`src/rtl/slave_resp_arbiter_if.sv`:
```
// Read-response return path between the slave output ports and the master input port.
// The master modport is the arbiter's view; the slave modport is the surrounding ports' view.
interface slave_resp_arbiter_if #(
    parameter int N_SLAVES = 3
);
    logic                m_ready;
    logic                m_rx_data;
    logic                m_rx_valid;
    logic [N_SLAVES-1:0] s_valid;
    logic [N_SLAVES-1:0] s_ready;
    logic [N_SLAVES-1:0] s_tx_done;
    logic [N_SLAVES-1:0] s_tx_data;
    logic [N_SLAVES-1:0] s_master_ready;

    modport master (
        input  m_ready, s_valid, s_ready, s_tx_done, s_tx_data,
        output m_rx_data, m_rx_valid, s_master_ready
    );

    modport slave (
        output m_ready, s_valid, s_ready, s_tx_done, s_tx_data,
        input  m_rx_data, m_rx_valid, s_master_ready
    );
endinterface

```
`src/rtl/slave_resp_arbiter.sv`:
```
// Round-robin arbiter sharing the serial read-data return line among N slave output ports.
// Optional GRANT-state timeout is enabled by defining SLAVE_RESP_TIMEOUT_EN.
module slave_resp_arbiter #(
    parameter int N_SLAVES    = 3,
    parameter int PTR_W       = 2,
    parameter int DATA_BITS   = 8,
    parameter int TIMEOUT_CYC = 16
) (
    input  logic                 clk,
    input  logic                 reset,
    slave_resp_arbiter_if.master bus,
    output logic [N_SLAVES-1:0]  grant,
    output logic                 busy,
    output logic                 proto_err,
`ifdef SLAVE_RESP_TIMEOUT_EN
    output logic                 timeout_pulse,
`endif
    output logic [1:0]           state_dbg
);
    localparam int CNT_W = (DATA_BITS > 1) ? $clog2(DATA_BITS) : 1;
    localparam logic [CNT_W-1:0] LAST_BIT = CNT_W'(DATA_BITS - 1);
    localparam logic [PTR_W-1:0] TOP_IDX  = PTR_W'(N_SLAVES - 1);

    if ((2 ** PTR_W) < N_SLAVES || TIMEOUT_CYC < 1) begin : g_bad_params
        $error("slave_resp_arbiter: illegal parameter combination");
    end

    typedef enum logic [1:0] {IDLE = 2'd0, GRANT = 2'd1, XFER = 2'd2} state_t;

    state_t           state;
    logic [PTR_W-1:0] rr_ptr;
    logic [PTR_W-1:0] g_idx;
    logic [PTR_W-1:0] pick_idx;
    logic [PTR_W-1:0] cand;
    logic             pick_found;
    logic [CNT_W-1:0] bit_cnt;
    logic             err_q;
    logic             valid_g;
    logic             handshake;
    logic             last_bit;
    logic             done_bad;
    logic             timeout_hit;

    // Search upward from rr_ptr+1 with wrap; indices >= N_SLAVES are never visited.
    always_comb begin : pick
        pick_found = 1'b0;
        pick_idx   = '0;
        cand       = rr_ptr;
        for (int i = 0; i < N_SLAVES; i++) begin
            cand = (cand == TOP_IDX) ? '0 : cand + 1'b1;
            if (!pick_found && bus.s_valid[cand]) begin
                pick_found = 1'b1;
                pick_idx   = cand;
            end
        end
    end

    // Handshake: a granted slave transfers only when m_ready, its s_valid and its s_ready
    // are all high in the same GRANT cycle; s_master_ready is the grant-gated m_ready.
    assign valid_g            = bus.s_valid[g_idx];
    assign handshake          = (state == GRANT) && bus.m_ready && valid_g && bus.s_ready[g_idx];
    assign last_bit           = (bit_cnt == LAST_BIT);
    assign done_bad           = (state == XFER) && (bus.s_tx_done[g_idx] != last_bit);
    assign bus.s_master_ready = (state == GRANT) ? (grant & {N_SLAVES{bus.m_ready}}) : '0;
    assign bus.m_rx_valid     = (state == XFER);
    assign bus.m_rx_data      = (state == XFER) && bus.s_tx_data[g_idx];
    assign proto_err          = err_q | done_bad;
    assign state_dbg          = state;

`ifdef SLAVE_RESP_TIMEOUT_EN
    localparam int WAIT_W = $clog2(TIMEOUT_CYC + 1);
    logic [WAIT_W-1:0] wait_cnt;

    assign timeout_hit   = (state == GRANT) && valid_g && !handshake &&
                           (wait_cnt == WAIT_W'(TIMEOUT_CYC - 1));
    assign timeout_pulse = timeout_hit;
`else
    assign timeout_hit = 1'b0;
`endif

    always_ff @(posedge clk or negedge reset) begin
        if (!reset) begin
            state   <= IDLE;
            grant   <= '0;
            g_idx   <= '0;
            rr_ptr  <= TOP_IDX;
            bit_cnt <= '0;
            err_q   <= 1'b0;
            busy    <= 1'b0;
`ifdef SLAVE_RESP_TIMEOUT_EN
            wait_cnt <= '0;
`endif
        end else begin
            if (done_bad) err_q <= 1'b1;
            case (state)
                IDLE: begin
                    if (pick_found) begin
                        state <= GRANT;
                        grant <= N_SLAVES'(1) << pick_idx;
                        g_idx <= pick_idx;
                        busy  <= 1'b1;
`ifdef SLAVE_RESP_TIMEOUT_EN
                        wait_cnt <= '0;
`endif
                    end
                end
                GRANT: begin
                    if (handshake) begin
                        state   <= XFER;
                        bit_cnt <= '0;
                    end else if (!valid_g || timeout_hit) begin
                        // A withdrawn request keeps its turn; a timed-out one loses it.
                        state <= IDLE;
                        grant <= '0;
                        busy  <= 1'b0;
                        if (timeout_hit) rr_ptr <= g_idx;
                    end
`ifdef SLAVE_RESP_TIMEOUT_EN
                    else begin
                        wait_cnt <= wait_cnt + 1'b1;
                    end
`endif
                end
                XFER: begin
                    if (last_bit) begin
                        state   <= IDLE;
                        grant   <= '0;
                        busy    <= 1'b0;
                        rr_ptr  <= g_idx;
                        bit_cnt <= '0;
                    end else begin
                        bit_cnt <= bit_cnt + 1'b1;
                    end
                end
                default: begin
                    state <= IDLE;
                    grant <= '0;
                    busy  <= 1'b0;
                end
            endcase
        end
    end
endmodule

```
`src/flat_wrapper.sv`:
```
// flat-port wrapper written by rule: the top's interface ports become plain ports
module slave_resp_arbiter_flat 
#(
    parameter int N_SLAVES    = 3,
    parameter int PTR_W       = 2,
    parameter int DATA_BITS   = 8,
    parameter int TIMEOUT_CYC = 16
)
  (clk, reset, grant, busy, proto_err, state_dbg, bus_m_ready, bus_s_valid, bus_s_ready, bus_s_tx_done, bus_s_tx_data, bus_m_rx_data, bus_m_rx_valid, bus_s_master_ready);
  slave_resp_arbiter_if #(.N_SLAVES(N_SLAVES)) bus_i ();
  input  logic clk;
  input  logic reset;
  output logic [N_SLAVES-1:0] grant;
  output logic busy;
  output logic proto_err;
  output logic [1:0] state_dbg;
  input wire logic [$bits(bus_i.m_ready)-1:0] bus_m_ready;
  input wire logic [$bits(bus_i.s_valid)-1:0] bus_s_valid;
  input wire logic [$bits(bus_i.s_ready)-1:0] bus_s_ready;
  input wire logic [$bits(bus_i.s_tx_done)-1:0] bus_s_tx_done;
  input wire logic [$bits(bus_i.s_tx_data)-1:0] bus_s_tx_data;
  output wire logic [$bits(bus_i.m_rx_data)-1:0] bus_m_rx_data;
  output wire logic [$bits(bus_i.m_rx_valid)-1:0] bus_m_rx_valid;
  output wire logic [$bits(bus_i.s_master_ready)-1:0] bus_s_master_ready;
  assign bus_i.m_ready = bus_m_ready;
  assign bus_i.s_valid = bus_s_valid;
  assign bus_i.s_ready = bus_s_ready;
  assign bus_i.s_tx_done = bus_s_tx_done;
  assign bus_i.s_tx_data = bus_s_tx_data;
  assign bus_m_rx_data = bus_i.m_rx_data;
  assign bus_m_rx_valid = bus_i.m_rx_valid;
  assign bus_s_master_ready = bus_i.s_master_ready;
  slave_resp_arbiter #(.N_SLAVES(N_SLAVES), .PTR_W(PTR_W), .DATA_BITS(DATA_BITS), .TIMEOUT_CYC(TIMEOUT_CYC)) u_core (.clk(clk), .reset(reset), .bus(bus_i), .grant(grant), .busy(busy), .proto_err(proto_err), .state_dbg(state_dbg));
endmodule
```
`config.mk`:
```
export PLATFORM = sky130hd
export DESIGN_NAME = slave_resp_arbiter_flat
export DESIGN_NICKNAME = d
export VERILOG_FILES = /design/src/rtl/slave_resp_arbiter_if.sv /design/src/rtl/slave_resp_arbiter.sv /design/src/flat_wrapper.sv
export SDC_FILE = /design/constraint.sdc
export NUM_CORES = 1
export LEC_CHECK = 0
export BUFFER_PORTS_ARGS = -buffer_cell sky130_fd_sc_hd__buf_4
export CAP_MARGIN = 20
export CORE_MARGIN = 8
export CORE_UTILIZATION = 55
export CTS_BUF_LIST = sky130_fd_sc_hd__clkbuf_8
export DETAILED_ROUTE_END_ITERATION = 7
export GPL_TIMING_DRIVEN = 0
export PLACE_DENSITY_LB_ADDON = 0.1
export SETUP_SLACK_MARGIN = 0.4
export SKIP_CTS_REPAIR_TIMING = 1
export SYNTH_ARGS = -nofsm -noshare
export SYNTH_HDL_FRONTEND = slang
export SYNTH_SLANG_ARGS = --single-unit
export TNS_END_PERCENT = 20
```
`constraint.sdc`:
```
create_clock -name clk -period 2.49 [get_ports clk]
set_input_delay 0.498 -clock clk [delete_from_list [all_inputs] [get_ports clk]]
set_output_delay 0.498 -clock clk [all_outputs]
set_load 0.01 [all_outputs]
```
Yosys cells after proc, flatten, opt, wreduce, memory -nomap -nowiden
Cells that the tools add are included.
{"block": "op_classes", "n_shift": 1, "add_sub_neg": 4, "n_eq_ne": 13, "bitwise_logic": 2, "n_mux": 42, "n_lt_le_gt_ge": 4, "reduce_logical": 16}
{"op": "two-way mux 3 bit", "count": 7}
{"op": "two-way mux 2 bit", "count": 10}
{"op": "binary-select mux 1 bit (select 2 bit)", "count": 7}
{"op": "two-way mux 1 bit", "count": 14}
{"op": "< comparator 2 x 3 -> 1 bit (second input constant)", "count": 4}
{"op": "case mux 3 bit (3 select lines)", "count": 1}
{"op": "equality test 2 bit (second input constant)", "count": 4}
{"op": "logical AND 1 bit", "count": 7}
{"op": "adder 2 x 1 -> 2 bit (second input constant)", "count": 3}
{"op": "!= test 2 x 1 -> 1 bit (second input constant)", "count": 3}
{"op": "case mux 2 bit (3 select lines)", "count": 1}
{"op": "case mux 3 bit (2 select lines)", "count": 1}
{"op": "AND reduction 2 bit", "count": 3}
{"op": "!= test 2 bit (second input constant)", "count": 2}
{"op": "AND reduction 4 bit", "count": 1}
{"op": "adder 3 x 1 -> 3 bit (second input constant)", "count": 1}
{"op": "AND 3 bit", "count": 1}
{"op": "equality test 3 bit (second input constant)", "count": 1}
{"op": "!= test 3 bit (second input constant)", "count": 1}
{"op": "case mux 1 bit (3 select lines)", "count": 1}
{"op": "AND reduction 3 bit", "count": 1}
{"op": "<< shifter 1 x 2 -> 3 bit (first input constant)", "count": 1}
{"op": "equality test 2 x 1 -> 1 bit (second input constant)", "count": 1}
{"op": "zero test 1 bit", "count": 2}
{"op": "other kinds (4)", "count": 4}
{"block": "word_totals", "ff_bits": 14, "input_bits": 15, "word_cells": 89, "out_inout_bits": 12}

Longest topological paths before layout
Gate-level depths: netlist of the first run.
{"block": "depth", "ltp_word": 14, "ltp_mapped": 5, "depth_no_buf": 5}

Worst setup path before layout of the first run
OpenSTA, ideal clock, no wires.
{"block": "synth_path", "kind": "register -> output", "startpoint": "register u_core.bit_cnt[0]", "endpoint": "output proto_err", "required_ns": 1.992, "arrival_ns": 1.216, "path_stages_with_launch": 5, "setup_slack_ns": 0.776, "n_path_buf": 0, "path_cell_list": "dfrtp_1 -> ha_1 -> ha_1 -> xnor2_1 -> o21bai_1"}
{"block": "synth_between", "elab_chain_cells": 4}
{"element": "start, declared", "line_no": "slave_resp_arbiter.sv:36", "source": "logic [CNT_W-1:0] bit_cnt;"}
{"element": "start signal, assigned", "line_no": "slave_resp_arbiter.sv:132", "source": "bit_cnt <= bit_cnt + 1'b1;"}
{"element": "equality test 3 bit", "line_no": "slave_resp_arbiter.sv:62", "source": "assign last_bit = (bit_cnt == LAST_BIT);"}
{"element": "!= test 1 bit", "line_no": "slave_resp_arbiter.sv:63", "source": "assign done_bad = (state == XFER) && (bus.s_tx_done[g_idx] != last_bit);"}
{"element": "logical AND 1 bit", "line_no": "slave_resp_arbiter.sv:63"}
{"element": "OR 1 bit", "line_no": "slave_resp_arbiter.sv:67", "source": "assign proto_err = err_q | done_bad;"}
{"element": "end, declared", "line_no": "flat_wrapper.sv:15", "source": "output logic proto_err;"}
Every way passes these cells.

Worst setup path after layout of the first run
{"block": "layout_path", "startpoint": "register u_core.g_idx[1]", "endpoint": "output proto_err"}
{"block": "layout_between", "elab_chain_cells": 5}
{"element": "start, declared", "line_no": "slave_resp_arbiter.sv:32", "source": "logic [PTR_W-1:0] g_idx;"}
{"element": "start signal, assigned", "line_no": "slave_resp_arbiter.sv:100", "source": "g_idx <= pick_idx;"}
{"element": "binary-select mux 1 bit (select 2 bit)", "line_no": "slave_resp_arbiter.sv:63"}
{"element": "two-way mux 1 bit (not written as such)", "line_no": "slave_resp_arbiter.sv:63"}
{"element": "!= test 1 bit", "line_no": "slave_resp_arbiter.sv:63"}
{"element": "logical AND 1 bit", "line_no": "slave_resp_arbiter.sv:63"}
{"element": "OR 1 bit", "line_no": "slave_resp_arbiter.sv:67"}
Every way passes these cells. The select of a mux whose other input is x is not followed.

==> metrics.md, run 1 <==
| Metric | Value |
|---|---|
| RSZ-0062 raised after global routing | `no` |
| Register area share after synthesis | `42.3%` |
| # DRC | `0` |
| Crit path from | `u_core.g_idx[1]` |
| Die width | `54.9 um` |
| Vias in the first global route | `759` |
| Worst VDD drop | `0.622 mV` |
| Setup TNS | `0 ns` |
| DRT Pass-1 Iters | `4` |
| Setup crit end | `proto_err` |
| Final clock skew | `0.00122 ns` |
| CP Data Arrival Time | `1.51 ns` |
| Syn Inst Count | `88` |
| Slowest CP cell | `dfrtp_1` |
| P_leak | `0.564 nW` |
| Shortest period the worst path allows | `2.00 ns` |
| Cell area after synthesis | `831 sq um` |
| First-pass GRT wire length | `3270 um` |
| Number of max-cap violations | `0` |
| Max H-tree Level | `1` |
| Fillers | `110` |
| Buf+Inv Stages, Crit Path | `2` |
| Clock buffer depth | `2` |
| Crit Path Class | `flop to output port` |
| Yosys reg bits | `14` |
| Share of cells above drive strength 1 | `40.5%` |
| Num rows | `14` |
| Worst r2r dst | `u_core.bit_cnt[0]` |
| Total global-route track usage | `15.0%` |
| Starting density of the core | `57.1%` |
| Flop-to-flop setup slack | `1.06 ns` |
| Worst-path fanout max | `9` |
| Final Wtd Congestion | `0.816` |
| Final setup fails | `0` |
| Status | `complete, no violations` |
| Pwr per Cell Area | `1050 nW/um^2` |
| Initial DRC count | `11` |
| Most common cell after layout, fill and taps aside | `buf_4` |
| Final Worst Setup Slack | `0.486 ns` |
| CP Capture Type | `output port` |
| Final core utilization | `79.3%` |
| Worst-Margin Slew | `0.406 ns` |
| Overall power | `0.00121 W` |
| Vias/cell | `5.50` |
| Core region area | `1450 sq um` |
| Layout Nets | `139` |
| Clock Sinks | `14` |
| Cell count after placement | `130` |
| Die area | `3010 sq um` |
| Initial antenna violation count | `0` |
| Final std cells w/o fill | `137` |
| Setup WS pre-CTS | `0.656 ns` |
| DRT Wirelength | `2110 um` |
| CTS Buf Count | `3` |
| Most frequent cells in the layout | `buf_4 (29), dfrtp_1 (13), nand2_1 (11)` |
| Port Buf Inserts | `26` |
| I/O pin total | `27` |
| Via count | `753` |
| Total gr overflow | `0` |
| Relative slew margins | `72.7%` |
| Synth unique cells | `34` |
| Worst-Skew Late Latency | `0.25 ns` |
| Yosys warns | `0` |
| Startpoint types | `flop` |
| Critical path's top delay family | `flip-flops` |
| TritonCTS clock tree | `done` |
| Crit-path max cell delay | `0.38 ns` |
| RR Startpoint | `u_core.g_idx[1]` |
| Root Buffer | `clkbuf_8` |
| Max Slew Vio Count | `0` |
| Post-Syn Area per Cell | `9.44 sq um` |
| Min-delay worst type | `primary input to asynchronous set/reset pin` |
| Critical path depth | `6` |
| DR WL/cell | `15.4 um` |
| Worst path required time | `1.99 ns` |
| Final ANT Viol Nets | `0` |
| Fmax | `499 MHz` |
| Period Utilization, post-route | `80.5%` |
| Largest net degree at the start of global routing | `15` |
| Critical-path cell list | `buf_6, mux2i_2, o2bb2ai_1, xnor2_2, o21bai_1, buf_4` |
| Final hold vios | `0` |
| Post-DP HPWL | `1510 um` |
| Die H | `54.9 um` |
| Reg clk slew, reported paths | `0.06 ns` |
| Net Count, Synth | `105` |
| P&R area growth vs syn | `38.9%` |
| Reg2reg path depth | `6` |
| Antenna diodes | `0` |
## synthesized netlist by cell type (all sizes together)
master	instances	area share [%]
dfrtp	13	39
nand2	12	6.3
nor2	9	4.1
o21ai	9	5.9
inv	5	2.6
nand3	4	2.4
a21oi	3	2.3
buf	3	3.6
mux2i	3	4.1
nand3b	3	2.7
nor2b	3	2.3
ha	2	3.0
mux2	2	3.6
nand2b	2	1.5
o211ai	2	2.4
o21bai	2	1.8
o22ai	2	1.5
a31o	1	1.1
a41o	1	1.2
and3	1	0.75
dfstp	1	3.2
nor3	1	0.60
o2bb2ai	1	1.1
o31a	1	1.1
o31ai	1	0.90
xnor2	1	1.1
## flip-flops by register name, summed over array words and instances, names as in the netlist
name / count
u_core.bit_cnt: 3
u_core.grant: 3
u_core.g_idx: 2
u_core.rr_ptr: 2
u_core.state_dbg: 2
u_core.busy: 1
u_core.err_q: 1
## per-stage QoR
stage / hold WS (ns) / area (sq um)
floorplan: 0.202 / 831
global placement: 0.359 / 1050
detailed placement: 0.359 / 1050
CTS: 0.0932 / 1100
global route: 0.0933 / 1150
finish: 0.0886 / 1150
## worst min-delay path by stage
| stage | slack [ns] | startpoint | endpoint |
|---|---|---|---|
| after CTS | 0.09 | reset | u_core.grant[0] |
| after global placement | 0.36 | reset | u_core.g_idx[1] |
| final | 0.09 | reset | u_core.err_q |
| after floorplan | 0.20 | reset | u_core.bit_cnt[0] |
| after global routing | 0.09 | reset | u_core.grant[2] |
| after detailed placement | 0.36 | reset | u_core.g_idx[1] |
## per-layer routing
metal  part of all wire [%]  vias to the layer above  GRT usage [%]
met2                     50                       21           24.9
met5                      0                        -              0
met3                    6.3                        9           4.62
li1                       -                      376              -
met1                     41                      347           16.4
met4                    2.9                        0           9.02
## worst register-to-register path, stage by stage, from the launching register on
cell and delay (ns):
dfrtp_1 0.38, buf_6 0.14, buf_4 0.14, mux2i_2 0.16, o21ai_2 0.17, nand3_1 0.11, a31o_1 0.23
## cells by family (layout without fill, tap and decap cells)
kind of cell    Yosys count  count (layout)  share of synthesized area [%]
flops                    14              14                           42.3
xor+xnor                  1               1                           1.05
mux                       5               5                           7.68
buf+inv                   8              41                           6.17
simple gates             35              35                           20.6
compound gates           23              23                           19.1
fa+ha+maj                 2               2                           3.01
## layout make-up
| cell class | count | area (sq um) | area share, % |
|---|---|---|---|
| multi-input cells | 66 | 454 | 39.4 |
| flip-flops and latches | 14 | 352 | 30.5 |
| repair buffers | 29 | 218 | 18.9 |
| clock buffers | 4 | 55.1 | 4.77 |
| plain buffers | 3 | 33.8 | 2.93 |
| inverters | 5 | 21.3 | 1.84 |
| well taps | 16 | 20.0 | 1.74 |
## where the power goes
group | switching [W] | internal (W) | total [W] | leakage (nW)
Combinational | 0.000312 | 0.000303 | 0.000614 | 0.362
Clock | 0.0000896 | 0.000140 | 0.000230 | 0.0288
Sequential | 0.0000613 | 0.000304 | 0.000365 | 0.173
Total | 0.000463 | 0.000747 | 0.00121 | 0.564
Power figures use the tool's default switching activity.
==> run 2: changes to the inputs <==
Settings changed: CORE_UTILIZATION 55 to 51.
Clock period 2.49 ns to 1.9 ns, I/O delays scaled along.
==> run 2 against run 1 <==
Against the previous run:
- sequential share of layout area decreased by 1.4 points
- register-to-register slack lost 0.60 ns
- clock power up 7%
- die area is 5.5% higher
- sequential power is 33% higher
- clock-buffer cell count decreased by 1
- critical path depth is the same
- worst setup slack worse by 0.40 ns
- via count increased by 4.0%
- final cell count is 5.1% higher
- critical endpoint unchanged
- largest cell class unchanged
==> metrics.md, run 2 (synthesized netlist as in run 1, its figures left out) <==
| Metric | Value |
|---|---|
| First-pass GRT wire length | `3330 um` |
| Most common cell after layout, fill and taps aside | `buf_4` |
| DR WL/cell | `14.0 um` |
| Vias/cell | `5.44` |
| Antenna diodes | `0` |
| Max H-tree Level | `1` |
| Buf+Inv Stages, Crit Path | `2` |
| TritonCTS clock tree | `done` |
| Worst-Skew Late Latency | `0.24 ns` |
| Reg clk slew, reported paths | `0.06 ns` |
| Min Hold Slack | `0.429 ns` |
| Port Buf Inserts | `26` |
| Setup TNS | `0 ns` |
| Worst-Margin Slew | `0.381 ns` |
| Shortest period the worst path allows | `1.81 ns` |
| CTS Buf Count | `3` |
| Clock buffer depth | `2` |
| DRT Pass-1 Iters | `4` |
| Clock Sinks | `14` |
| DRT Wirelength | `2020 um` |
| Die H | `56.4 um` |
| Multi-input logic area | `463 sq um` |
| Final hold vios | `0` |
| Core region area | `1520 sq um` |
| # DRC | `0` |
| Placement Cell Area | `1060 sq um` |
| Fillers | `102` |
| Worst VDD drop | `0.773 mV` |
| Final Wtd Congestion | `0.762` |
| P&R area growth vs syn | `45.3%` |
| Number of max-cap violations | `0` |
| Largest registers | `u_core.bit_cnt (3), u_core.grant (3)` |
| Min-delay worst type | `primary input to flop` |
| Status | `complete, no violations` |
| Crit-path max cell delay | `0.38 ns` |
| Post-DP HPWL | `1510 um` |
| Final setup fails | `0` |
| Worst path required time | `1.52 ns` |
| Root Buffer | `clkbuf_8` |
| Critical-path cell list | `buf_6, nor2b_2, o2bb2ai_2, xnor2_2, o21bai_1, buf_4` |
| Share of cells above drive strength 1 | `43.8%` |
| Die width | `56.4 um` |
| Max Slew Vio Count | `0` |
| Starting density of the core | `54.5%` |
| Crit Path Class | `flop to output port` |
| CP Data Arrival Time | `1.43 ns` |
| RSZ-0062 raised after global routing | `yes` |
| Overall power | `0.00160 W` |
| Vias in the first global route | `783` |
| Total gr overflow | `0` |
| Total global-route track usage | `12.3%` |
| Worst-path fanout max | `8` |
| Layout Nets | `146` |
| Largest net degree at the start of global routing | `15` |
| Fmax | `552 MHz` |
| P_leak | `0.597 nW` |
| I/O pin total | `27` |
| Most frequent cells in the layout | `buf_4 (35), dfrtp_1 (13), nand2_1 (11)` |
| Slowest CP cell | `dfrtp_1` |
| Pwr per Cell Area | `1320 nW/um^2` |
| Num rows | `14` |
| Via count | `783` |
| Critical path's top delay family | `flip-flops` |
| Relative slew margins | `74.4%` |
| CP Capture Type | `output port` |
| Initial DRC count | `8` |
| Startpoint types | `flop` |
| Die area | `3180 sq um` |
| Period Utilization, post-route | `95.4%` |
| Final clock skew | `0.00214 ns` |
| Register area | `352 sq um` |
| Final ANT Viol Nets | `0` |
| Initial antenna violation count | `0` |
| Design Area, Final | `1210 sq um` |
[run 2: area by class of cell]
type                       count  area share, %
clock buffer                   3           3.42
multi-input combinational     66           38.3
clock inverter                 1          0.311
inverter                       5           1.76
buffer                         3           2.80
timing repair buffer          36           22.6
sequential                    14           29.1
tap                           16           1.66
[run 2: worst register-to-register path, cell delays in order, from the launching register on]
cell	delay (ns)
dfrtp_1	0.41
ha_2	0.20
ha_4	0.18
buf_4	0.14
o21ai_0	0.14
nand3_1	0.14
o21ai_1	0.16
[run 2: stage by stage]
step / setup slack, ns / utilization [%] / cells
after CTS: 0.0175 / 72.6 / 134
after detailed placement: 0.284 / 69.6 / 130
final: 0.0870 / 79.2 / 144
after floorplan: 0.405 / - / 88
after global routing: 0.000897 / 79.2 / 144
after global placement: 0.310 / 69.6 / 130
[run 2: worst paths after layout]
path                       slack, ns              start  depth (start not counted)                 to
setup reg to reg                0.46  u_core.bit_cnt[0]                          6    u_core.grant[2]
max in group asynchronous       1.14              reset                          2   u_core.rr_ptr[1]
setup / recovery                0.09    u_core.g_idx[0]                          6          proto_err
hold reg to reg                 0.48       u_core.err_q                          1       u_core.err_q
hold / removal                  0.43     bus_s_valid[1]                          3    u_core.g_idx[0]
min in group asynchronous       0.52              reset                          2  u_core.bit_cnt[2]
[run 2: power breakdown]
part           leakage [nW]  internal (W)  total, W  switching (W)
Clock                0.0269      0.000143  0.000245       0.000103
Combinational         0.397      0.000451  0.000867       0.000416
Sequential            0.173      0.000398  0.000487      0.0000881
[run 2: per-layer routing]
layer	track usage, %	share of wire [%]	vias up
met5	0	0	-
li1	-	-	390
met1	14.0	44	371
met4	4.12	0	0
met3	4.27	6.1	0
met2	20.9	50	22
